**src/rtl/register_file_pkg.sv**
```systemverilog
// Shared constants for the register file: word size, register address width and
// register count, plus the helper that decides whether a writeback actually lands.
`ifndef WORD_SIZE
`define WORD_SIZE 32
`endif

package register_file_pkg;

  localparam int WORD_SIZE  = `WORD_SIZE;
  localparam int REG_ADDR_W = 5;
  localparam int NUM_REGS   = 32;
  localparam int COUNT_W    = 32;

  // x0 is hardwired to zero, so a write aimed at it never counts as a real write
  function automatic logic isEffectiveWrite(input logic regWrite,
                                            input logic [REG_ADDR_W-1:0] rdAddr);
    return regWrite && (rdAddr != '0);
  endfunction

endpackage

```
**src/rtl/register_file_bypass.sv**
```systemverilog
// Per-read-port forwarding: substitutes the in-flight writeback data for the
// stored value when the addresses match and forwarding is enabled.
module register_file_bypass
  import register_file_pkg::*;
#(
  parameter int DATA_W = `WORD_SIZE,
  parameter int BYPASS = 1
) (
  input  logic [REG_ADDR_W-1:0] rdAddr,
  input  logic [DATA_W-1:0]     storedData,
  input  logic                  wrValid,
  input  logic [REG_ADDR_W-1:0] wrAddr,
  input  logic [DATA_W-1:0]     wrData,
  output logic [DATA_W-1:0]     rdData
);

  logic hit;

  assign hit    = (BYPASS != 0) && wrValid && (rdAddr == wrAddr);
  assign rdData = hit ? wrData : storedData;

endmodule

```
**src/rtl/register_file.sv**
```systemverilog
// 32 x DATA_W register file with two forwarded read ports, one unforwarded debug
// read port and a running count of effective writes.
module register_file
  import register_file_pkg::*;
#(
  parameter int DATA_W = `WORD_SIZE,
  parameter int BYPASS = 1
) (
  input  logic                  clk,
  input  logic                  rst,
  input  logic [REG_ADDR_W-1:0] A1D,
  input  logic [REG_ADDR_W-1:0] A2D,
  output logic [DATA_W-1:0]     RD1D,
  output logic [DATA_W-1:0]     RD2D,
  input  logic [REG_ADDR_W-1:0] RdW,
  input  logic [DATA_W-1:0]     ResultW,
  input  logic                  RegWriteW,
  input  logic [REG_ADDR_W-1:0] DbgA,
  output logic [DATA_W-1:0]     DbgD,
  output logic [COUNT_W-1:0]    WrCount
);

  logic [DATA_W-1:0]  regs [NUM_REGS];
  logic [COUNT_W-1:0] wrCountQ;
  logic               wrEffective;
  logic               fwdValid;
  logic [DATA_W-1:0]  stored1;
  logic [DATA_W-1:0]  stored2;

  assign wrEffective = isEffectiveWrite(RegWriteW, RdW);

  // Forwarding must stay silent during reset so the read ports show all-zero state
  assign fwdValid = wrEffective && !rst;

  // x0 is never written, so it stays at its reset value of zero
  always_ff @(posedge clk or posedge rst) begin
    if (rst) begin
      for (int i = 0; i < NUM_REGS; i++) begin
        regs[i] <= '0;
      end
      wrCountQ <= '0;
    end else if (wrEffective) begin
      regs[RdW] <= ResultW;
      wrCountQ  <= wrCountQ + COUNT_W'(1);
    end
  end

  assign stored1 = (A1D == '0) ? '0 : regs[A1D];
  assign stored2 = (A2D == '0) ? '0 : regs[A2D];

  register_file_bypass #(
    .DATA_W (DATA_W),
    .BYPASS (BYPASS)
  ) bypass1 (
    .rdAddr     (A1D),
    .storedData (stored1),
    .wrValid    (fwdValid),
    .wrAddr     (RdW),
    .wrData     (ResultW),
    .rdData     (RD1D)
  );

  register_file_bypass #(
    .DATA_W (DATA_W),
    .BYPASS (BYPASS)
  ) bypass2 (
    .rdAddr     (A2D),
    .storedData (stored2),
    .wrValid    (fwdValid),
    .wrAddr     (RdW),
    .wrData     (ResultW),
    .rdData     (RD2D)
  );

  assign DbgD    = (DbgA == '0) ? '0 : regs[DbgA];
  assign WrCount = wrCountQ;

endmodule

```
**config.mk**
```make
export PLATFORM = sky130hd
export DESIGN_NAME = register_file
export DESIGN_NICKNAME = d
export VERILOG_FILES = /design/src/rtl/register_file_pkg.sv /design/src/rtl/register_file_bypass.sv /design/src/rtl/register_file.sv
export SDC_FILE = /design/constraint.sdc
export NUM_CORES = 2
export LEC_CHECK = 0
export BUFFER_PORTS_ARGS = -buffer_cell sky130_fd_sc_hd__buf_2
export CORE_ASPECT_RATIO = 0.7
export CORE_MARGIN = 1
export CORE_UTILIZATION = 45
export DETAILED_ROUTE_END_ITERATION = 6
export HOLD_SLACK_MARGIN = 0.12
export PLACE_DENSITY = 0.68
export REMOVE_ABC_BUFFERS = 1
export SETUP_SLACK_MARGIN = 0.4
export SYNTH_ARGS = -nofsm -noshare
export SYNTH_HDL_FRONTEND = slang
export SYNTH_HIERARCHICAL = 1
export SYNTH_SLANG_ARGS = --single-unit
```
**constraint.sdc**
```tcl
create_clock -name clk -period 31 [get_ports clk]
set_input_delay 3.1 -clock clk [delete_from_list [all_inputs] [get_ports clk]]
set_output_delay 3.1 -clock clk [all_outputs]
set_load 0.1 [all_outputs]
```
==> results.yml <==
cts:
  cts_tree: "built"
  post_cts_buffers: 0
  clkSinkCount: 1056
  cts_buffer_depth: 3
  h-tree-depth: 3
  cts_buffers: 108
  cts_root_buf: "clkbuf_16"
  cts-resized-gates: 0
  clkTransAtPathRegs_ns: 0.06
  cts_hold_buffers: 0
  insertion_delay_ns: 0.74
floorplanning:
  num_rows: 116
  die_h_um: 321.7
  core_area_um2: 143800
  die-width_um: 458.7
  io_pins: 183
  dieArea_um2: 147500
  start_util_pct: 45.67
drt:
  ant_nets: 0
  firstDrtPassIters: 5
  route.vias.total: 46180
  drtIter0Drc: 6194
  route.detailed.drc: 0
  avgRoutedWirePerCell_um: 34.25
  wirelength_mm: 225.2
  viasPerCell: 7.024
synthesis:
  synthTopCellsByArea: "dfrtp_1, mux4_2, mux2_2"
  synth_flop_cell: "dfrtp_1"
  synth_top_area_share_pct: 40.23
  ys_async_sr_fraction_pct: 100.0
  postSynthAreaPerCell_um2: 14.04
  post-synth-top-count-cell: "mux2_2"
  seq_area_frac_synth_pct: 40.23
  ys_top_cells_by_count: "mux2_2, dfrtp_1, mux4_2"
  synth-edff-count: 0
  synth_warnings: 6
  ys_types: 47
  syn_area_um2: 65690
  synth_top_area_cell: "dfrtp_1"
  synth_seq_cells: 1056
  syn_inst: 4680
cells_and_area:
  fin_area_um2: 71300
  seqCellArea_um2: 26430
  num-fill-cells: 12250
  final_nets: 4589
  multiInputGateArea_um2: 36900
  area_delta_synth_final_pct: 8.539
  drive_gt1_share_pct: 49.85
  stdcell_count: 6574
hold_path:
  holdCritPathClass: "reg -> reg"
  worstHoldStart: "regs[992]"
  holdPathStages: 0
  min_to: "regs[992]"
global_route:
  overflow: 0
  antenna_found_initial: 6
  grt_start_max_net_pins: 152
  grt_pass1_vias: 45900
  gr-usage-all-layers_pct: 30.44
  grt_pass1_wl_mm: 329.5
sta:
  timing_max_transition_violations_final: 1
  post-route-period-util_pct: 34.87
  finalClockSkew_ns: 0.01046
  setup_violations: 0
  tightest_slew_ns: 1.466
  fin_crit_ns: 10.81
  slew_headroom_pct: -0.2861
  max_freq_mhz: 92.52
  hold_viol_final: 0
  final.setup.worst_slack_ns: 20.19
  rsz0062_at_grt: "false"
  tns_ns: 0
critical_path:
  path_cells: "clkbuf_8, buf_4, buf_4, mux4_2, a22o_1, a2111oi_0, nor3_1, mux2_2, buf_2"
  critical_path_class: "in -> out"
  r2r-start: "WrCount[0]"
  cpMaxStageDelayCell: "a2111oi_0"
  r2r_end: "WrCount[19]"
  worst_path_largest_cell_delay_ns: 1.19
  start_kind: "input port"
  path_buf_inv: 4
  crit_required_ns: 27.90
  end_kind: "output pin"
  reg2reg_depth: 5
  crit_arrival_ns: 7.71
  path_max_fanout: 44
  crit_top_cell: "buf_4"
  cpLargestDelayFamily: "buffers and inverters"
  reg2reg_slack_ns: 28.62
status:
  violations: "capacitance limit, slew limit"
  status: "finished, violations left"
job:
  drv_cap: 1
placement:
  gp_congestion: 0.8622
  dpl.cell_count: 6370
  io_buffers: 182
  dp_hpwl_mm: 122.7
  place_area_um2: 67630
  dp_slack_ns: 20.41
pwr:
  total_power_mw: 4.506
  irDropWorstVdd_mv: 0.05417
  power-per-cell-area_nw_per_um2: 63.20
  leakage_nw: 30.40
worst register-to-register path: stages (launching register included):
cell	delay (ns)
dfrtp_1	0.52
nand2_1	0.12
nor4_1	1.07
nand3_1	0.26
nor2_1	0.19
xor2_1	0.16
area by class of cell:
type	count	area share [%]
flip-flops and latches	1056	37.06
clock inverters	29	0.5107
clock buffers	172	4.622
inverters	5	0.03685
diodes	3	0.01053
well taps	1947	3.417
multi-input cells	3073	51.75
repair buffers	289	2.594
where the power goes:
part | total, mW | switching (mW) | leakage, nW | internal, mW
logic | 1.22 | 0.600 | 15.0 | 0.625
clock network | 1.37 | 0.589 | 1.80 | 0.785
registers | 1.91 | 0.273 | 13.6 | 1.63
total | 4.51 | 1.46 | 30.4 | 3.04
cells in the final DEF (no fill, tap or decap), types with 68 or more instances in the layout:
master	n
nand2_1	87
mux2i_1	308
buf_2	172
dfrtp_1	1056
a22o_1	110
nor4_1	68
a211oi_1	128
mux4_2	588
clkbuf_16	110
mux2_2	1136
o22ai_1	92
buf_4	104
nor2b_1	101
state kept, by name, indices dropped and copies added, names as in the netlist:
name	flops
regs	1024
WrCount	32
worst max path at each step:
stage            from    endpoint  slack [ns]  depth (start not counted)
2_1_floorplan     rst  WrCount[0]       -1.82                          1
5_1_grt        A2D[0]     RD2D[1]       20.15                         10
4_1_cts        A2D[2]     RD2D[0]       20.40                          9
3_3_place_gp   A1D[1]    RD1D[29]       20.47                         10
6_report       A2D[2]     RD2D[0]       20.19                          9
3_5_place_dp   A2D[2]     RD2D[0]       20.41                          9
per-stage QoR:
stage / hold WS (ns) / util [%]
CTS: 0.4173 / 49.57
global placement: 0.4030 / 47.02
floorplan: 0.3812 / -
finish: 0.4236 / 49.57
global route: 0.4307 / 49.57
detailed placement: 0.4041 / 47.02
kinds of logic (layout without fill, tap and decap cells):
logic type	after synthesis	after routing	share of synthesized area (%)
compound gates	471	471	5.691
xor+xnor	41	41	0.5467
simple gates	467	467	3.768
other cells	0	3	0
buf+inv	551	495	4.034
flops	1056	1056	40.23
mux	2093	2093	45.71
fa+ha+maj	1	1	0.01904
layer usage:
| layer | vias up | share of wire [%] | global-route usage, % |
|---|---|---|---|
| met1 | 24460 | 40 | 41.63 |
| met3 | 577 | 11 | 8.575 |
| li1 | 18150 | - | - |
| met4 | 0 | 4.3 | 11.97 |
| met2 | 2993 | 45 | 45.77 |
| met5 | - | 0 | 0 |
Note: power is estimated with default switching activity, not from simulation.
